File: config.mk
export PLATFORM = sky130hd
export DESIGN_NAME = draw_card
export DESIGN_NICKNAME = d
export VERILOG_FILES = /design/src/rtl/draw_card.sv
export SDC_FILE = /design/constraint.sdc
export NUM_CORES = 1
export LEC_CHECK = 0
export ABC_AREA = 1
export CAP_MARGIN = 20
export CORE_ASPECT_RATIO = 1.75
export CORE_MARGIN = 8
export CORE_UTILIZATION = 63
export CTS_CLUSTER_SIZE = 40
export DETAILED_ROUTE_END_ITERATION = 7
export MAX_ROUTING_LAYER = met4
export PLACE_DENSITY = 0.87
export SLEW_MARGIN = 20
export SYNTH_ARGS = -nofsm -noshare
export SYNTH_HDL_FRONTEND = slang
export SYNTH_HIERARCHICAL = 1
export SYNTH_SLANG_ARGS = --single-unit
File: constraint.sdc
create_clock -name clk -period 10.6 [get_ports clk]
set_input_delay 1.06 -clock clk [delete_from_list [all_inputs] [get_ports clk]]
set_output_delay 1.06 -clock clk [all_outputs]
set_load 0.05 [all_outputs]
File: src/rtl/draw_card.sv
// rtl/draw_card.sv - card sprite overlay on the VGA stream with per-frame deal animation
// Optional macro DRAW_CARD_BORDER_EN forces the outermost card row/column to black.
module card_rom (
    input  logic        clk,
    input  logic [17:0] addr,
    output logic [11:0] data
);
    // Procedural artwork: every 32nd word (including each card's top-left) is the transparent key.
    always_ff @(posedge clk) begin
        if (addr[4:0] == 5'd0)
            data <= 12'hF0F;
        else
            data <= {addr[17:12] ^ addr[5:0], addr[11:6]};
    end
endmodule

module draw_card #(
    parameter int          CARD_W = 48,
    parameter int          CARD_H = 64,
    parameter int          DECK_X = 700,
    parameter int          DECK_Y = 40,
    parameter int          STEP   = 4,
    parameter logic [11:0] TRANSP = 12'hF0F
) (
    input  logic        clk,
    input  logic        rst,
    input  logic [10:0] vga_in_hcount,
    input  logic [10:0] vga_in_vcount,
    input  logic        vga_in_hsync,
    input  logic        vga_in_vsync,
    input  logic        vga_in_hblnk,
    input  logic        vga_in_vblnk,
    input  logic [11:0] vga_in_rgb,
    output logic [10:0] vga_out_hcount,
    output logic [10:0] vga_out_vcount,
    output logic        vga_out_hsync,
    output logic        vga_out_vsync,
    output logic        vga_out_hblnk,
    output logic        vga_out_vblnk,
    output logic [11:0] vga_out_rgb,
    input  logic        deal_start,
    input  logic [5:0]  card_id,
    input  logic [10:0] target_x,
    input  logic [10:0] target_y,
    input  logic        clear,
    output logic        busy,
    output logic        deal_done
);
    localparam logic [1:0]         IDLE   = 2'd0;
    localparam logic [1:0]         MOVE   = 2'd1;
    localparam logic [1:0]         HOLD   = 2'd2;
    localparam logic [10:0]        DECK_X11 = 11'(DECK_X);
    localparam logic [10:0]        DECK_Y11 = 11'(DECK_Y);
    localparam logic [10:0]        STEP11 = 11'(STEP);
    localparam logic signed [11:0] STEP_S = 12'(STEP);
    localparam logic [11:0]        W12    = 12'(CARD_W);
    localparam logic [11:0]        H12    = 12'(CARD_H);

    logic [1:0]  state;
    logic [10:0] pos_x, pos_y, tgt_x, tgt_y, next_x, next_y;
    logic [5:0]  id;
    logic        vblnk_prev, tick;

    function automatic logic [10:0] step_axis(input logic [10:0] pos, input logic [10:0] tgt);
        logic signed [11:0] diff;
        diff = $signed({1'b0, tgt}) - $signed({1'b0, pos});
        if (diff > STEP_S)
            return pos + STEP11;
        else if (diff < -STEP_S)
            return pos - STEP11;
        else
            return tgt;
    endfunction

    assign tick   = vga_in_vblnk & ~vblnk_prev;
    assign next_x = step_axis(pos_x, tgt_x);
    assign next_y = step_axis(pos_y, tgt_y);
    assign busy   = (state == MOVE);

    always_ff @(posedge clk or posedge rst) begin
        if (rst) begin
            state      <= IDLE;
            pos_x      <= DECK_X11;
            pos_y      <= DECK_Y11;
            tgt_x      <= 11'd0;
            tgt_y      <= 11'd0;
            id         <= 6'd0;
            deal_done  <= 1'b0;
            vblnk_prev <= 1'b0;
        end else begin
            vblnk_prev <= vga_in_vblnk;
            deal_done  <= 1'b0;
            if (clear) begin
                state <= IDLE;
            end else if (deal_start && state != MOVE) begin
                state <= MOVE;
                id    <= card_id;
                tgt_x <= target_x;
                tgt_y <= target_y;
                pos_x <= DECK_X11;
                pos_y <= DECK_Y11;
            end else if (state == MOVE && tick) begin
                // Position only moves at the start of vertical blanking so no frame is torn.
                pos_x <= next_x;
                pos_y <= next_y;
                if (next_x == tgt_x && next_y == tgt_y) begin
                    state     <= HOLD;
                    deal_done <= 1'b1;
                end
            end
        end
    end

    // Stage 1: hit test and ROM address, compared in 12 bits so pos + size cannot wrap.
    logic [11:0] hc, vc, px, py, col, row;
    logic        inside_c;
    logic [17:0] rom_addr;
    logic [11:0] rom_data;

    assign hc       = {1'b0, vga_in_hcount};
    assign vc       = {1'b0, vga_in_vcount};
    assign px       = {1'b0, pos_x};
    assign py       = {1'b0, pos_y};
    assign col      = hc - px;
    assign row      = vc - py;
    assign inside_c = (state != IDLE) && !vga_in_hblnk && !vga_in_vblnk
                   && (hc >= px) && (hc <= px + W12 - 12'd1)
                   && (vc >= py) && (vc <= py + H12 - 12'd1);
    assign rom_addr = 18'(id) * 18'(CARD_W * CARD_H) + 18'(row) * 18'(CARD_W) + 18'(col);

    card_rom u_rom (
        .clk  (clk),
        .addr (rom_addr),
        .data (rom_data)
    );

    logic [10:0] hcount_d, vcount_d;
    logic        hsync_d, vsync_d, hblnk_d, vblnk_d, inside_d;
    logic [11:0] rgb_d;

    always_ff @(posedge clk or posedge rst) begin
        if (rst) begin
            hcount_d <= 11'd0;
            vcount_d <= 11'd0;
            hsync_d  <= 1'b0;
            vsync_d  <= 1'b0;
            hblnk_d  <= 1'b0;
            vblnk_d  <= 1'b0;
            rgb_d    <= 12'd0;
            inside_d <= 1'b0;
        end else begin
            hcount_d <= vga_in_hcount;
            vcount_d <= vga_in_vcount;
            hsync_d  <= vga_in_hsync;
            vsync_d  <= vga_in_vsync;
            hblnk_d  <= vga_in_hblnk;
            vblnk_d  <= vga_in_vblnk;
            rgb_d    <= vga_in_rgb;
            inside_d <= inside_c;
        end
    end

    // Stage 2: ROM word is valid now; composite over the background.
    logic [11:0] pix;
    logic        opaque;
    logic [11:0] rgb_c;

`ifdef DRAW_CARD_BORDER_EN
    logic border_d;
    always_ff @(posedge clk or posedge rst) begin
        if (rst)
            border_d <= 1'b0;
        else
            border_d <= (row == 12'd0) || (row == H12 - 12'd1)
                     || (col == 12'd0) || (col == W12 - 12'd1);
    end
    assign pix    = border_d ? 12'h000 : rom_data;
    assign opaque = border_d || (rom_data != TRANSP);
`else
    assign pix    = rom_data;
    assign opaque = (rom_data != TRANSP);
`endif

    assign rgb_c = (inside_d && opaque) ? pix : rgb_d;

    always_ff @(posedge clk or posedge rst) begin
        if (rst) begin
            vga_out_hcount <= 11'd0;
            vga_out_vcount <= 11'd0;
            vga_out_hsync  <= 1'b0;
            vga_out_vsync  <= 1'b0;
            vga_out_hblnk  <= 1'b0;
            vga_out_vblnk  <= 1'b0;
            vga_out_rgb    <= 12'd0;
        end else begin
            vga_out_hcount <= hcount_d;
            vga_out_vcount <= vcount_d;
            vga_out_hsync  <= hsync_d;
            vga_out_vsync  <= vsync_d;
            vga_out_hblnk  <= hblnk_d;
            vga_out_vblnk  <= vblnk_d;
            vga_out_rgb    <= rgb_c;
        end
    end
endmodule

Word-level counts from Yosys, hierarchy flattened
Cells that the tools add are included.

operators by class
  $add $sub $neg = 14
  multiply operators = 2
  order comparisons = 8
  equality and inequality tests = 5
  mux-type cells = 17
  bitwise operators = 4
  reductions and logical operators = 20

operators with widths
  operator                 number
  $mux W11                 8
  $sub A11 B11 Y12         4
  $gt A12 B4 Y1 const B    2
  $le A11 B12 Y1           2
  $lt A12 B3 Y1 const B    2
  $sub A12 B1 Y12 const B  2
  $add A11 B3 Y11 const B  2
  $eq A11 B11 Y1           2
  $ge A11 B11 Y1           2
  $sub A11 B3 Y11 const B  2
  $add A18 B12 Y18         1
  $add A18 B18 Y18         1
  $mul A12 B2 Y14 const B  1
  $add A11 B6 Y12 const B  1
  $add A11 B7 Y12 const B  1
  $mux W12                 1
  $ne A12 B12 Y1 const B   1
  $logic_and A1 B1 Y1      10
  $mul A6 B2 Y8 const B    1
  $mux W2                  4
  $reduce_and A2 Y1        3
  $reduce_bool A3 Y1       2
  $xor A6 B6 Y6            1
  $logic_not A5 Y1         1
  other kinds (7)          13

storage, ports and cells
  register bits after elaboration = 142
  output and inout bits = 40

Longest topological paths before layout
  word-level depth = 10
  gate-level depth with buffers = 30
  depth with buffers taken out = 30

Cells and area by module
The synthesis kept the hierarchy.

by module, submodules not included
  module     times used  cells each  area each (sq um)  seq. area each (sq um)
  draw_card  1           1316        10189.8            3263.1
  card_rom   1           49          422.9              240.2

Least setup slack after synthesis
No wires, ideal clock.

  path type = input to register
  from = in vga_in_vcount[0]
  to = reg u_rom.data[10]
  setup time = 0.115 ns
  data arrival time = 5.251 ns
  required time = 10.485 ns
  slack = 5.234 ns
  stages = 30
  path through = inv_1 > ha_1 > inv_1 > fa_1 > nand3_1 > and2_1 > xor2_1 > ha_1 > a21oi_1 > and2_1 > o21ai_0 > a21oi_1 > xor2_1 > fa_1 > inv_1 > ha_1 > a21oi_1 > o21ai_0 > a21oi_1 > nor2_1 > nor2_1 > inv_1 > a21oi_1 > inv_1 > a21oi_1 > nor2_1 > nor2_1 > xor2_1 > xnor2_1 > nand2_1

between the ends
  longest elaborated chain between the ends = 5

RTL lines
  item                  RTL line  text
  from (decl)           28        input logic [10:0] vga_in_vcount,
  $sub A11 B11 Y12      125       assign row = vc - py;
  $mul A12 B2 Y14       129       assign rom_addr = 18'(id) * 18'(CARD_W * CARD_H) + 18'(row) * 18'(CARD_W) + 18'(col);
  $add A18 B18 Y18      129
  $add A18 B12 Y18      129
  net rom_addr[16]      117       logic [17:0] rom_addr;
  $xor A6 B6 Y6         13        data <= {addr[17:12] ^ addr[5:0], addr[11:6]};
  to (signal assigned)  13
  to (decl)             6         output logic [11:0] data

The timed path passes the listed nets, and every way through them passes these cells.
A chain may end at the register's enable or synchronous reset.

Worst setup path after layout
Same ends and word-level chain as after synthesis.

==> metrics.yaml <==
worst_setup_path:
  r2r_end: "u_rom/data[10]"
  rrSetupSlack_ns: 5.03
  crit_path_max_fanout: 4
  cp_top_family: "adder cells"
  rr_worst_depth: 29
  cp_slowest_stage_delay_ns: 0.43
  crit_slowest_cell: "clkdlybuf4s50_1"
  crit_type: "input port to flop"
  path_buf_inv: 6
  crit_required_ns: 10.93
  worstPathArrival_ns: 6.26
  cpMostUsedCell: "a21oi_1"
  end_kind: "flop"
  start_kind: "input port"
  rr_startpoint: "pos_y[2]"
  cp.depth: 31
clock_tree:
  cts_setup_buffers: 0
  cts_tree: "yes"
  cts_sinks: 142
  h-tree-depth: 4
  cts.clk_slew.worst_paths_ns: 0.06
  postCtsHoldBufs: 0
  cts.path.max_buffers: 2
  clk_latency_ns: 0.45
  cts_resized: 0
  root_buffer: "clkbuf_16"
  numCtsBuffers: 17
hold_path:
  hp-class: "flop to flop"
  hold_depth: 0
  min_from: "hcount_d[8]"
  whs_endpoint: "vga_out_hcount[8]"
synth:
  ys_types: 53
  synth.avg_cell_area_um2: 7.77
  synthCells: 1365
  yosys_warnings: 6
  synth_area_um2: 10600
  yosysSeqAreaShare_pct: 33.0
  synthFlopType: "dfrtp_1"
  ys_seq_elements: 142
  synth_edf_count: 0
  syn_nets: 1558
  async_reset_ff_share_pct: 91.5
timing:
  fin_skew_ns: 0.00962
  max_freq_mhz: 168
  tns_ns: 0
  hold_viol: 0
  period_needed_ns: 5.94
  worst_slew_pin_slew_ns: 0.799
  hold_ws_ns: 0.346
  grt_setup_unrepaired: "false"
  relSlewSlack_pct: 46.7
  timing.final.crit_share_pct: 56.0
  finalSetupViolations: 0
  layout_setup_ws_ns: 4.66
  drv_slew: 0
placement:
  place_hpwl_um: 23700
  gp_congestion: 0.985
  pre_cts_ws_ns: 4.26
  placed_cells: 1684
  io_buffers: 109
grt:
  grt_max_degree: 67
  antenna_found_initial: 0
  grt-ovfl-total: 0
  grt_pass1_vias: 9688
  grt_use_total_pct: 30.0
  grt_pass1_wl_um: 48500
route:
  ant_nets: 0
  wire_per_inst_um: 17.8
  drt_iter0_drc: 711
  vias: 9673
  drt_wl_total_um: 30600
  drc: 0
  via_per_inst: 5.63
  firstDrtPassIters: 8
cells_and_area:
  syn2layout_area_growth_pct: 18.3
  antenna_cells: 0
  drive_gt1_share_pct: 6.91
  fin_nets: 1670
  stdcell_count: 1717
  fillers: 1313
power_and_ir_drop:
  pwr-share-clk_pct: 14.6
  peakVddDrop_mv: 0.340
  combPwrFrac_pct: 68.2
  p_leak_uw: 0.00632
  swShare_pct: 49.4
  switching_power_uw: 2120
  power.density_nw_per_um2: 341
  p_seq_share_pct: 17.1
  total_power_uw: 4280
  p_int_uw: 2170
die:
  io_pins: 110
  rows: 63
  initial_core_util_pct: 63.5
  chipHeight_um: 188
  chipWidth_um: 114
  die-area_um2: 21400
  core_area_um2: 16700
run_status:
  outcome: "completed"
job:
  max_cap_violations: 0
## cells in the final DEF, fill, tap and decap left out, drive strengths merged, types with 10 or more instances in the layout
cell,count
xor2,65
nor2,100
ha,114
nand3b,13
dfrtp,122
mux2,10
o22ai,11
nand4,30
o21ai,61
clkbuf,20
nand2,351
clkdlybuf4s50,109
nand3,112
a21oi,65
dfxtp,12
xnor2,25
inv,180
nor3,13
## area by class of cell
type                            count  area [um^2]  area share [%]
Clock buffer                       20          467            3.72
Clock inverter                     12          149            1.19
Timing Repair Buffer              112         1130            9.03
Inverter                          180          681            5.42
Multi-Input combinational cell   1024         6340            50.5
Tap cell                          227          284            2.26
Sequential cell                   142         3500            27.9
## worst max path at each step
| stage | startpoint | slack [ns] | end |
|---|---|---|---|
| floorplan | vga_in_vcount[0] | 5.23 | u_rom/data[10] |
| global placement | vga_in_vcount[0] | 4.48 | u_rom/data[10] |
| detailed placement | vga_in_vcount[0] | 4.26 | u_rom/data[10] |
| CTS | vga_in_vcount[0] | 4.66 | u_rom/data[10] |
| global route | vga_in_vcount[0] | 4.13 | u_rom/data[10] |
| finish | vga_in_vcount[0] | 4.66 | u_rom/data[10] |
## synth_stat cells, types with 8 or more instances
| master | instances | area share (%) |
|---|---|---|
| o21ai_0 | 58 | 2.7 |
| fa_1 | 9 | 1.7 |
| dfxtp_1 | 12 | 2.3 |
| nand4_1 | 30 | 1.8 |
| nand3b_1 | 13 | 0.92 |
| nand2_2 | 10 | 0.59 |
| inv_1 | 168 | 5.9 |
| mux2_2 | 10 | 1.1 |
| dfrtp_1 | 122 | 29 |
| clkbuf_1 | 11 | 0.39 |
| nor3_1 | 13 | 0.61 |
| xnor2_1 | 25 | 2.1 |
| nor2_1 | 93 | 3.3 |
| ha_1 | 114 | 13 |
| nand3_1 | 104 | 4.9 |
| o21bai_1 | 8 | 0.57 |
| nand2_1 | 334 | 12 |
| o22ai_1 | 11 | 0.65 |
| a21oi_1 | 61 | 2.9 |
| dfstp_2 | 8 | 2.0 |
| xor2_1 | 65 | 5.4 |
## sequential cells by signal, summed over array words and instances, names as in the netlist, 2 cells and up
name / flops
pos_x: 11
vga_out_rgb: 12
vga_out_vcount: 11
rgb_d: 12
hcount_d: 11
pos_y: 11
vcount_d: 11
vga_out_hcount: 11
state: 2
u_rom/data: 12
id: 6
tgt_y: 11
tgt_x: 11
## cell families (layout without fill, tap and decap cells)
group                      after synthesis  in the layout  share of synthesized area [%]
and+or+nand+nor                        635            635                           27.0
buffers and inverters                  199            324                           7.37
AOI/OAI and AO/OA                      166            166                           9.04
DFF                                    142            142                           33.0
adders and majority gates              123            123                           15.1
xor gates and xnor gates                90             90                           7.43
muxes                                   10             10                           1.06
## per-layer routing
metal	global-route usage [%]	part of all wire (%)	routed length (um)
met3	4.86	4.8	1470
met4	19.7	5.9	1800
met1	29.7	36	11000
met5	-	0	0
met2	52.6	53	16300
## per-stage QoR
stage               util (%)  cell area [um^2]
finish                  75.2             12600
global route            75.2             12600
CTS                     75.0             12500
detailed placement      71.3             11900
global placement        71.3             11900
floorplan                  -             10600
## power by group through the flow
stage	registers [uW]	clock network (uW)	logic, uW
2_1_floorplan	733	0	2230
3_3_place_gp	736	0	2720
3_5_place_dp	739	0	2810
4_1_cts	731	631	2900
5_1_grt	741	649	3270
6_report	733	627	2920
Power figures use the tool's default switching activity.
